`config.mk`:
```
export PLATFORM = sky130hd
export DESIGN_NAME = sub_bytes_folded
export DESIGN_NICKNAME = d
export VERILOG_FILES = /design/src/rtl/aes_pkg.sv /design/src/rtl/sbox_lane.sv /design/src/rtl/sub_bytes_folded.sv
export SDC_FILE = /design/constraint.sdc
export NUM_CORES = 2
export LEC_CHECK = 0
export ABC_AREA = 1
export CAP_MARGIN = 20
export CELL_PAD_IN_SITES_DETAIL_PLACEMENT = 1
export CELL_PAD_IN_SITES_GLOBAL_PLACEMENT = 2
export CORE_MARGIN = 4
export CORE_UTILIZATION = 33
export DETAILED_ROUTE_END_ITERATION = 10
export MAX_ROUTING_LAYER = met4
export PLACE_DENSITY_LB_ADDON = 0.1
export SETUP_SLACK_MARGIN = 0.1
export SLEW_MARGIN = 15
export SYNTH_ARGS = -nofsm -noshare
export SYNTH_HDL_FRONTEND = slang
export SYNTH_SLANG_ARGS = --single-unit
```
`constraint.sdc`:
```
create_clock -name clk -period 3.8 [get_ports clk]
set_input_delay 0.76 -clock clk [delete_from_list [all_inputs] [get_ports clk]]
set_output_delay 0.76 -clock clk [all_outputs]
set_load 0.02 [all_outputs]
```
`src/rtl/aes_pkg.sv`:
```
// Shared AES constants: forward/inverse S-box tables, mode encoding and the
// state encoding of the folded SubBytes controller.
package aes_pkg;

    localparam logic MODE_ENC = 1'b0;
    localparam logic MODE_DEC = 1'b1;

    typedef enum logic [1:0] {
        IDLE = 2'd0,
        BUSY = 2'd1,
        DONE = 2'd2
    } state_e;

    localparam logic [7:0] SBOX [256] = '{
        8'h63, 8'h7c, 8'h77, 8'h7b, 8'hf2, 8'h6b, 8'h6f, 8'hc5, 8'h30, 8'h01, 8'h67, 8'h2b, 8'hfe, 8'hd7, 8'hab, 8'h76,
        8'hca, 8'h82, 8'hc9, 8'h7d, 8'hfa, 8'h59, 8'h47, 8'hf0, 8'had, 8'hd4, 8'ha2, 8'haf, 8'h9c, 8'ha4, 8'h72, 8'hc0,
        8'hb7, 8'hfd, 8'h93, 8'h26, 8'h36, 8'h3f, 8'hf7, 8'hcc, 8'h34, 8'ha5, 8'he5, 8'hf1, 8'h71, 8'hd8, 8'h31, 8'h15,
        8'h04, 8'hc7, 8'h23, 8'hc3, 8'h18, 8'h96, 8'h05, 8'h9a, 8'h07, 8'h12, 8'h80, 8'he2, 8'heb, 8'h27, 8'hb2, 8'h75,
        8'h09, 8'h83, 8'h2c, 8'h1a, 8'h1b, 8'h6e, 8'h5a, 8'ha0, 8'h52, 8'h3b, 8'hd6, 8'hb3, 8'h29, 8'he3, 8'h2f, 8'h84,
        8'h53, 8'hd1, 8'h00, 8'hed, 8'h20, 8'hfc, 8'hb1, 8'h5b, 8'h6a, 8'hcb, 8'hbe, 8'h39, 8'h4a, 8'h4c, 8'h58, 8'hcf,
        8'hd0, 8'hef, 8'haa, 8'hfb, 8'h43, 8'h4d, 8'h33, 8'h85, 8'h45, 8'hf9, 8'h02, 8'h7f, 8'h50, 8'h3c, 8'h9f, 8'ha8,
        8'h51, 8'ha3, 8'h40, 8'h8f, 8'h92, 8'h9d, 8'h38, 8'hf5, 8'hbc, 8'hb6, 8'hda, 8'h21, 8'h10, 8'hff, 8'hf3, 8'hd2,
        8'hcd, 8'h0c, 8'h13, 8'hec, 8'h5f, 8'h97, 8'h44, 8'h17, 8'hc4, 8'ha7, 8'h7e, 8'h3d, 8'h64, 8'h5d, 8'h19, 8'h73,
        8'h60, 8'h81, 8'h4f, 8'hdc, 8'h22, 8'h2a, 8'h90, 8'h88, 8'h46, 8'hee, 8'hb8, 8'h14, 8'hde, 8'h5e, 8'h0b, 8'hdb,
        8'he0, 8'h32, 8'h3a, 8'h0a, 8'h49, 8'h06, 8'h24, 8'h5c, 8'hc2, 8'hd3, 8'hac, 8'h62, 8'h91, 8'h95, 8'he4, 8'h79,
        8'he7, 8'hc8, 8'h37, 8'h6d, 8'h8d, 8'hd5, 8'h4e, 8'ha9, 8'h6c, 8'h56, 8'hf4, 8'hea, 8'h65, 8'h7a, 8'hae, 8'h08,
        8'hba, 8'h78, 8'h25, 8'h2e, 8'h1c, 8'ha6, 8'hb4, 8'hc6, 8'he8, 8'hdd, 8'h74, 8'h1f, 8'h4b, 8'hbd, 8'h8b, 8'h8a,
        8'h70, 8'h3e, 8'hb5, 8'h66, 8'h48, 8'h03, 8'hf6, 8'h0e, 8'h61, 8'h35, 8'h57, 8'hb9, 8'h86, 8'hc1, 8'h1d, 8'h9e,
        8'he1, 8'hf8, 8'h98, 8'h11, 8'h69, 8'hd9, 8'h8e, 8'h94, 8'h9b, 8'h1e, 8'h87, 8'he9, 8'hce, 8'h55, 8'h28, 8'hdf,
        8'h8c, 8'ha1, 8'h89, 8'h0d, 8'hbf, 8'he6, 8'h42, 8'h68, 8'h41, 8'h99, 8'h2d, 8'h0f, 8'hb0, 8'h54, 8'hbb, 8'h16
    };

    localparam logic [7:0] INV_SBOX [256] = '{
        8'h52, 8'h09, 8'h6a, 8'hd5, 8'h30, 8'h36, 8'ha5, 8'h38, 8'hbf, 8'h40, 8'ha3, 8'h9e, 8'h81, 8'hf3, 8'hd7, 8'hfb,
        8'h7c, 8'he3, 8'h39, 8'h82, 8'h9b, 8'h2f, 8'hff, 8'h87, 8'h34, 8'h8e, 8'h43, 8'h44, 8'hc4, 8'hde, 8'he9, 8'hcb,
        8'h54, 8'h7b, 8'h94, 8'h32, 8'ha6, 8'hc2, 8'h23, 8'h3d, 8'hee, 8'h4c, 8'h95, 8'h0b, 8'h42, 8'hfa, 8'hc3, 8'h4e,
        8'h08, 8'h2e, 8'ha1, 8'h66, 8'h28, 8'hd9, 8'h24, 8'hb2, 8'h76, 8'h5b, 8'ha2, 8'h49, 8'h6d, 8'h8b, 8'hd1, 8'h25,
        8'h72, 8'hf8, 8'hf6, 8'h64, 8'h86, 8'h68, 8'h98, 8'h16, 8'hd4, 8'ha4, 8'h5c, 8'hcc, 8'h5d, 8'h65, 8'hb6, 8'h92,
        8'h6c, 8'h70, 8'h48, 8'h50, 8'hfd, 8'hed, 8'hb9, 8'hda, 8'h5e, 8'h15, 8'h46, 8'h57, 8'ha7, 8'h8d, 8'h9d, 8'h84,
        8'h90, 8'hd8, 8'hab, 8'h00, 8'h8c, 8'hbc, 8'hd3, 8'h0a, 8'hf7, 8'he4, 8'h58, 8'h05, 8'hb8, 8'hb3, 8'h45, 8'h06,
        8'hd0, 8'h2c, 8'h1e, 8'h8f, 8'hca, 8'h3f, 8'h0f, 8'h02, 8'hc1, 8'haf, 8'hbd, 8'h03, 8'h01, 8'h13, 8'h8a, 8'h6b,
        8'h3a, 8'h91, 8'h11, 8'h41, 8'h4f, 8'h67, 8'hdc, 8'hea, 8'h97, 8'hf2, 8'hcf, 8'hce, 8'hf0, 8'hb4, 8'he6, 8'h73,
        8'h96, 8'hac, 8'h74, 8'h22, 8'he7, 8'had, 8'h35, 8'h85, 8'he2, 8'hf9, 8'h37, 8'he8, 8'h1c, 8'h75, 8'hdf, 8'h6e,
        8'h47, 8'hf1, 8'h1a, 8'h71, 8'h1d, 8'h29, 8'hc5, 8'h89, 8'h6f, 8'hb7, 8'h62, 8'h0e, 8'haa, 8'h18, 8'hbe, 8'h1b,
        8'hfc, 8'h56, 8'h3e, 8'h4b, 8'hc6, 8'hd2, 8'h79, 8'h20, 8'h9a, 8'hdb, 8'hc0, 8'hfe, 8'h78, 8'hcd, 8'h5a, 8'hf4,
        8'h1f, 8'hdd, 8'ha8, 8'h33, 8'h88, 8'h07, 8'hc7, 8'h31, 8'hb1, 8'h12, 8'h10, 8'h59, 8'h27, 8'h80, 8'hec, 8'h5f,
        8'h60, 8'h51, 8'h7f, 8'ha9, 8'h19, 8'hb5, 8'h4a, 8'h0d, 8'h2d, 8'he5, 8'h7a, 8'h9f, 8'h93, 8'hc9, 8'h9c, 8'hef,
        8'ha0, 8'he0, 8'h3b, 8'h4d, 8'hae, 8'h2a, 8'hf5, 8'hb0, 8'hc8, 8'heb, 8'hbb, 8'h3c, 8'h83, 8'h53, 8'h99, 8'h61,
        8'h17, 8'h2b, 8'h04, 8'h7e, 8'hba, 8'h77, 8'hd6, 8'h26, 8'he1, 8'h69, 8'h14, 8'h63, 8'h55, 8'h21, 8'h0c, 8'h7d
    };

endpackage

```
`src/rtl/sbox_lane.sv`:
```
// One combinational S-box lane; mode picks the forward or inverse table.
module sbox_lane
    import aes_pkg::*;
(
    input  logic [7:0] data_i,
    input  logic       mode_i,
    output logic [7:0] data_o
);

    // table lookup, forward for encryption, inverse for decryption
    always_comb begin
        data_o = SBOX[data_i];
        case (mode_i)
            MODE_ENC: data_o = SBOX[data_i];
            default:  data_o = INV_SBOX[data_i];
        endcase
    end

endmodule

```
`src/rtl/sub_bytes_folded.sv`:
```
// Folded AES SubBytes: LANES S-boxes substitute the state over NBEATS beats.
//
// state | meaning
// IDLE  | waiting for a block, in_ready high
// BUSY  | beat counter walks 0..NBEATS-1, LANES bytes per beat
// DONE  | OUT complete, out_valid high until downstream takes it
module sub_bytes_folded
    import aes_pkg::*;
#(
    parameter int BLOCK_LENGTH = 128,
    parameter int LANES        = 4
) (
    input  logic                    clk,
    input  logic                    rst,
    input  logic                    in_valid,
    output logic                    in_ready,
    input  logic [BLOCK_LENGTH-1:0] IN,
    input  logic                    mode,
    output logic                    out_valid,
    input  logic                    out_ready,
    output logic [BLOCK_LENGTH-1:0] OUT,
    output logic                    busy
);

    localparam int NBEATS = BLOCK_LENGTH / (8 * LANES);
    localparam int CW     = (NBEATS > 1) ? $clog2(NBEATS) : 1;
    localparam int BW     = 8 * LANES;
    localparam logic [CW-1:0] LAST_BEAT = CW'(NBEATS - 1);

    // Beat-major views: element 0 holds the most significant bytes, i.e. byte 0
    // upward, so indexing by the counter is a plain part-select.
    state_e                         state_q, state_d;
    logic [CW-1:0]                  cnt_q, cnt_d;
    logic [0:NBEATS-1][BW-1:0]      in_q, in_d;
    logic [0:NBEATS-1][BW-1:0]      out_q, out_d;
    logic                           mode_q, mode_d;
    logic [0:LANES-1][7:0]          lane_in, lane_out;
    logic                           accept;

    assign in_ready  = rst && ((state_q == IDLE) || ((state_q == DONE) && out_ready));
    assign out_valid = (state_q == DONE);
    assign busy      = (state_q == BUSY);
    assign OUT       = out_q;
    assign accept    = in_valid && in_ready;
    assign lane_in   = in_q[cnt_q];

    for (genvar j = 0; j < LANES; j++) begin : g_lane
        sbox_lane u_lane (
            .data_i (lane_in[j]),
            .mode_i (mode_q),
            .data_o (lane_out[j])
        );
    end

    // next-state, beat sequencing and output-register update
    always_comb begin
        state_d = state_q;
        cnt_d   = cnt_q;
        in_d    = in_q;
        mode_d  = mode_q;
        out_d   = out_q;
        case (state_q)
            IDLE: begin
                if (accept) begin
                    in_d    = IN;
                    mode_d  = mode;
                    cnt_d   = '0;
                    state_d = BUSY;
                end
            end
            BUSY: begin
                out_d[cnt_q] = lane_out;
                if (cnt_q == LAST_BEAT) begin
                    state_d = DONE;
                end else begin
                    cnt_d = cnt_q + CW'(1);
                end
            end
            DONE: begin
                if (accept) begin
                    in_d    = IN;
                    mode_d  = mode;
                    cnt_d   = '0;
                    state_d = BUSY;
                end else if (out_ready) begin
                    state_d = IDLE;
                end
            end
            default: state_d = IDLE;
        endcase
    end

    // state and datapath registers; reset discards any block in flight
    always_ff @(posedge clk or negedge rst) begin
        if (!rst) begin
            state_q <= IDLE;
            cnt_q   <= '0;
            in_q    <= '0;
            mode_q  <= 1'b0;
            out_q   <= '0;
        end else begin
            state_q <= state_d;
            cnt_q   <= cnt_d;
            in_q    <= in_d;
            mode_q  <= mode_d;
            out_q   <= out_d;
        end
    end

endmodule

```
==> results.md <==
* Most frequent cells in the layout: nand3_1 (2272), nand2_1 (1409), clkdlybuf4s50_1 (262), dfrtp_1 (258), buf_4 (242)
* Detailed Routing Iterations Pass 1 at 6
* Worst-Skew Late Latency at 0.62 ns
* CTS Buf Count at 36
* Chip width at 328 um
* GPL Wtd Cong at 1.03
* FILL cells at 13500
* Synth top area share at 34.0%
* Worst-path fanout max at 21
* Worst EP required at 4.28 ns
* Mean post-synth cell area at 6.00 sq um
* Post-DRT Antenna Nets at 0
* Ratio of cells with drive above 1 in the final layout at 12.8%
* Grt total ovfl at 0
* Placed wire-length estimate at 165000 um
* Worst-path cell chain: buf_16, nand2_1, nand2_1, nand2_1, nand2_1, ha_1, inv_1, nand3_2, nand3_1, nand3_1, nand2_1, nand3_1, nand3_1, nand3_1, nand3_1, nand2_1
* Max Cap Viol at 0
* Worst path bufs/invs at 2
* Fin. max-slew vios at 0
* Vias at 45000
* Max stage delay on crit path at 0.62 ns
* Leading post-synthesis cells by cell area: nand3_1 (34%), dfrtp_1 (19%), nand2_1 (16%)
* # clock sinks at 261
* Htree depth at 2
* Family with the most delay on the worst path: simple AND/OR/NAND/NOR gates
* Slew margin rel. at 31.8%
* Placeable Area at 0.102 sq mm
* RSZ-0062 raised after global routing: true
* Fin Clk Skew at 0.0489 ns
* Total Wirelength at 227000 um
* Status: completed
* CTS max path bufs at 3
* CP max-delay cell: nand3_1
* Setup TNS at 0 ns
* Crit start category: register
* Crit path time final at 3.67 ns
* Syn Nets at 5861
* Vias in the first global route at 44600
* Type of the worst setup path: reg -> reg
* Arrival time worst endpoint at 4.15 ns
* Warnings from Yosys at 0
* Fin crit share at 96.5%
* DR WL/cell at 31.8 um
* Nets@finish at 5954
* DRC violations left at 0
* Largest area contributor in the netlist: nand3_1
* Number of post-CTS setup repair buffers at 0
* Tot GR Track Use at 41.7%
* Fmax at 273 MHz
* Hold Buf Count CTS at 0
* Initial antenna violation count at 20
* Largest net degree at the start of global routing at 131
* Register area share after synthesis at 19.3%
* Vias/cell at 6.31
* HP Class: in -> async
* I/O pin count at 264
* #FFs+latches synth at 261
* Fin. Hold Viols at 0
* Starting DRT DRC Count at 6299
* Tightest Pin Transition at 1.02 ns
* Die area at 0.108 sq mm
* Crit path launch: cnt_q[0]
* Netlist cell types at 39
* IO Port Bufs at 263
* Clock-pin transition on the worst setup and hold timing paths at 0.06 ns
* Die height at 328 um
* Synth Instances at 5628
* Core Rows at 117
* Area growth syn-to-layout at 16.7%
* Post-Syn Area at 0.0338 sq mm
* Clock tree from TritonCTS: built
* Worst R2R Start: cnt_q[0]
* First-pass GRT wire length at 325000 um
* Initial core utilization at 33.2%
* Crit end category: register
* Setup violators final at 0
* Most common cell after layout, fill and taps aside: nand3_1
* Clock root buffer: clkbuf_16
==> flip-flops by register name, indices dropped and copies added, names as in the netlist <==
signal and flops:
OUT 128, in_q 128, cnt_q 2, state_q 2, mode_q 1
==> logic make-up (layout without fill, tap and decap cells) <==
kind of cell               count (synthesis)  in the layout  synth area share, %
AOI/OAI and AO/OA                        272            272                 4.41
adders and majority gates                100            100                 3.70
and+or+nand+nor                         4194           4194                 58.4
buffers and inverters                    725            845                 11.6
muxes                                     76             76                 2.53
other                                      0             18                    0
DFF                                      261            261                 19.3
==> layer usage <==
| layer | track usage, % | wire [um] | vias up |
|---|---|---|---|
| li1 | - | - | 19400 |
| met1 | 53.6 | 91700 | 21900 |
| met2 | 61.3 | 97100 | 2957 |
| met3 | 9.28 | 24000 | 747 |
| met4 | 21.8 | 14200 | 0 |
| met5 | - | 0 | - |
==> path summary, 6_finish.rpt <==
check	endpoint	slack (ns)	cells past startpoint
setup reg to reg	OUT[1]	0.13	16
setup / recovery	OUT[1]	0.13	16
hold reg to reg	OUT[6]	0.48	2
max in group asynchronous	in_q[106]	2.27	3
min in group clk	OUT[6]	0.48	2
hold / removal	OUT[119]	0.21	2
==> worst register-to-register path: stages (launching register included) <==
cell,delay [ns]
dfrtp_4,0.54
buf_16,0.21
nand2_1,0.12
nand2_1,0.06
nand2_1,0.05
nand2_1,0.17
ha_1,0.35
inv_1,0.12
nand3_2,0.35
nand3_1,0.63
nand3_1,0.15
nand2_1,0.08
nand3_1,0.10
nand3_1,0.22
nand3_1,0.18
nand3_1,0.15
nand2_1,0.06
==> cell type report <==
| cell class | instances | area, sq um | share of cell area, % |
|---|---|---|---|
| sequential | 261 | 6540 | 16.6 |
| inverter | 226 | 866 | 2.19 |
| clock buffer | 51 | 1010 | 2.55 |
| timing repair buffer | 554 | 5430 | 13.8 |
| antenna | 18 | 45.0 | 0.114 |
| tap | 1368 | 1710 | 4.34 |
| clock inverter | 14 | 214 | 0.542 |
| multi-input combinational | 4642 | 23600 | 59.9 |
==> synthesized netlist by cell type <==
cell type / n
nand3b_1: 6
a32oi_2: 2
inv_2: 14
buf_4: 126
ha_1: 100
or2_2: 25
o21a_1: 2
a21oi_2: 3
nor2_2: 4
dfrtp_1: 261
inv_1: 208
nor2_4: 1
a32oi_4: 2
clkbuf_1: 57
nand3_4: 2
inv_8: 1
a31oi_1: 5
o31ai_1: 1
buf_2: 248
clkinv_1: 2
inv_4: 1
nand2_1: 1431
o21ai_1: 14
buf_1: 16
nand4_1: 21
buf_6: 48
o211ai_1: 15
buf_8: 2
a21oi_1: 190
mux2_2: 76
buf_12: 2
or2_0: 2
o21ai_0: 38
nand3_1: 2293
nor2_1: 203
or2_1: 7
nand2_4: 20
nand2_2: 95
nand3_2: 84
==> stage by stage <==
stage	util, %	hold slack (ns)	instance area (sq um)	cells	setup WS, ns
final	38.8	0.214	39400	7134	0.132
after detailed placement	37.3	0.464	37900	7050	0.118
after floorplan	-	0.464	33800	5628	1.03
after global placement	37.3	0.462	37900	7050	0.149
after CTS	38.5	0.184	39200	7115	0.139
after global routing	38.8	0.220	39400	7133	0.0853
==> what timing repair did <==
item / 4_1_cts / 5_1_grt
gates resized for setup: 1 / 50
endpoints found under the setup margin: 2 / 111
pin swaps: 0 / 1
cloned: 0 / 1
Power is not shown: default switching activity piles up to over one toggle a cycle in this logic, so the estimate is an artifact.
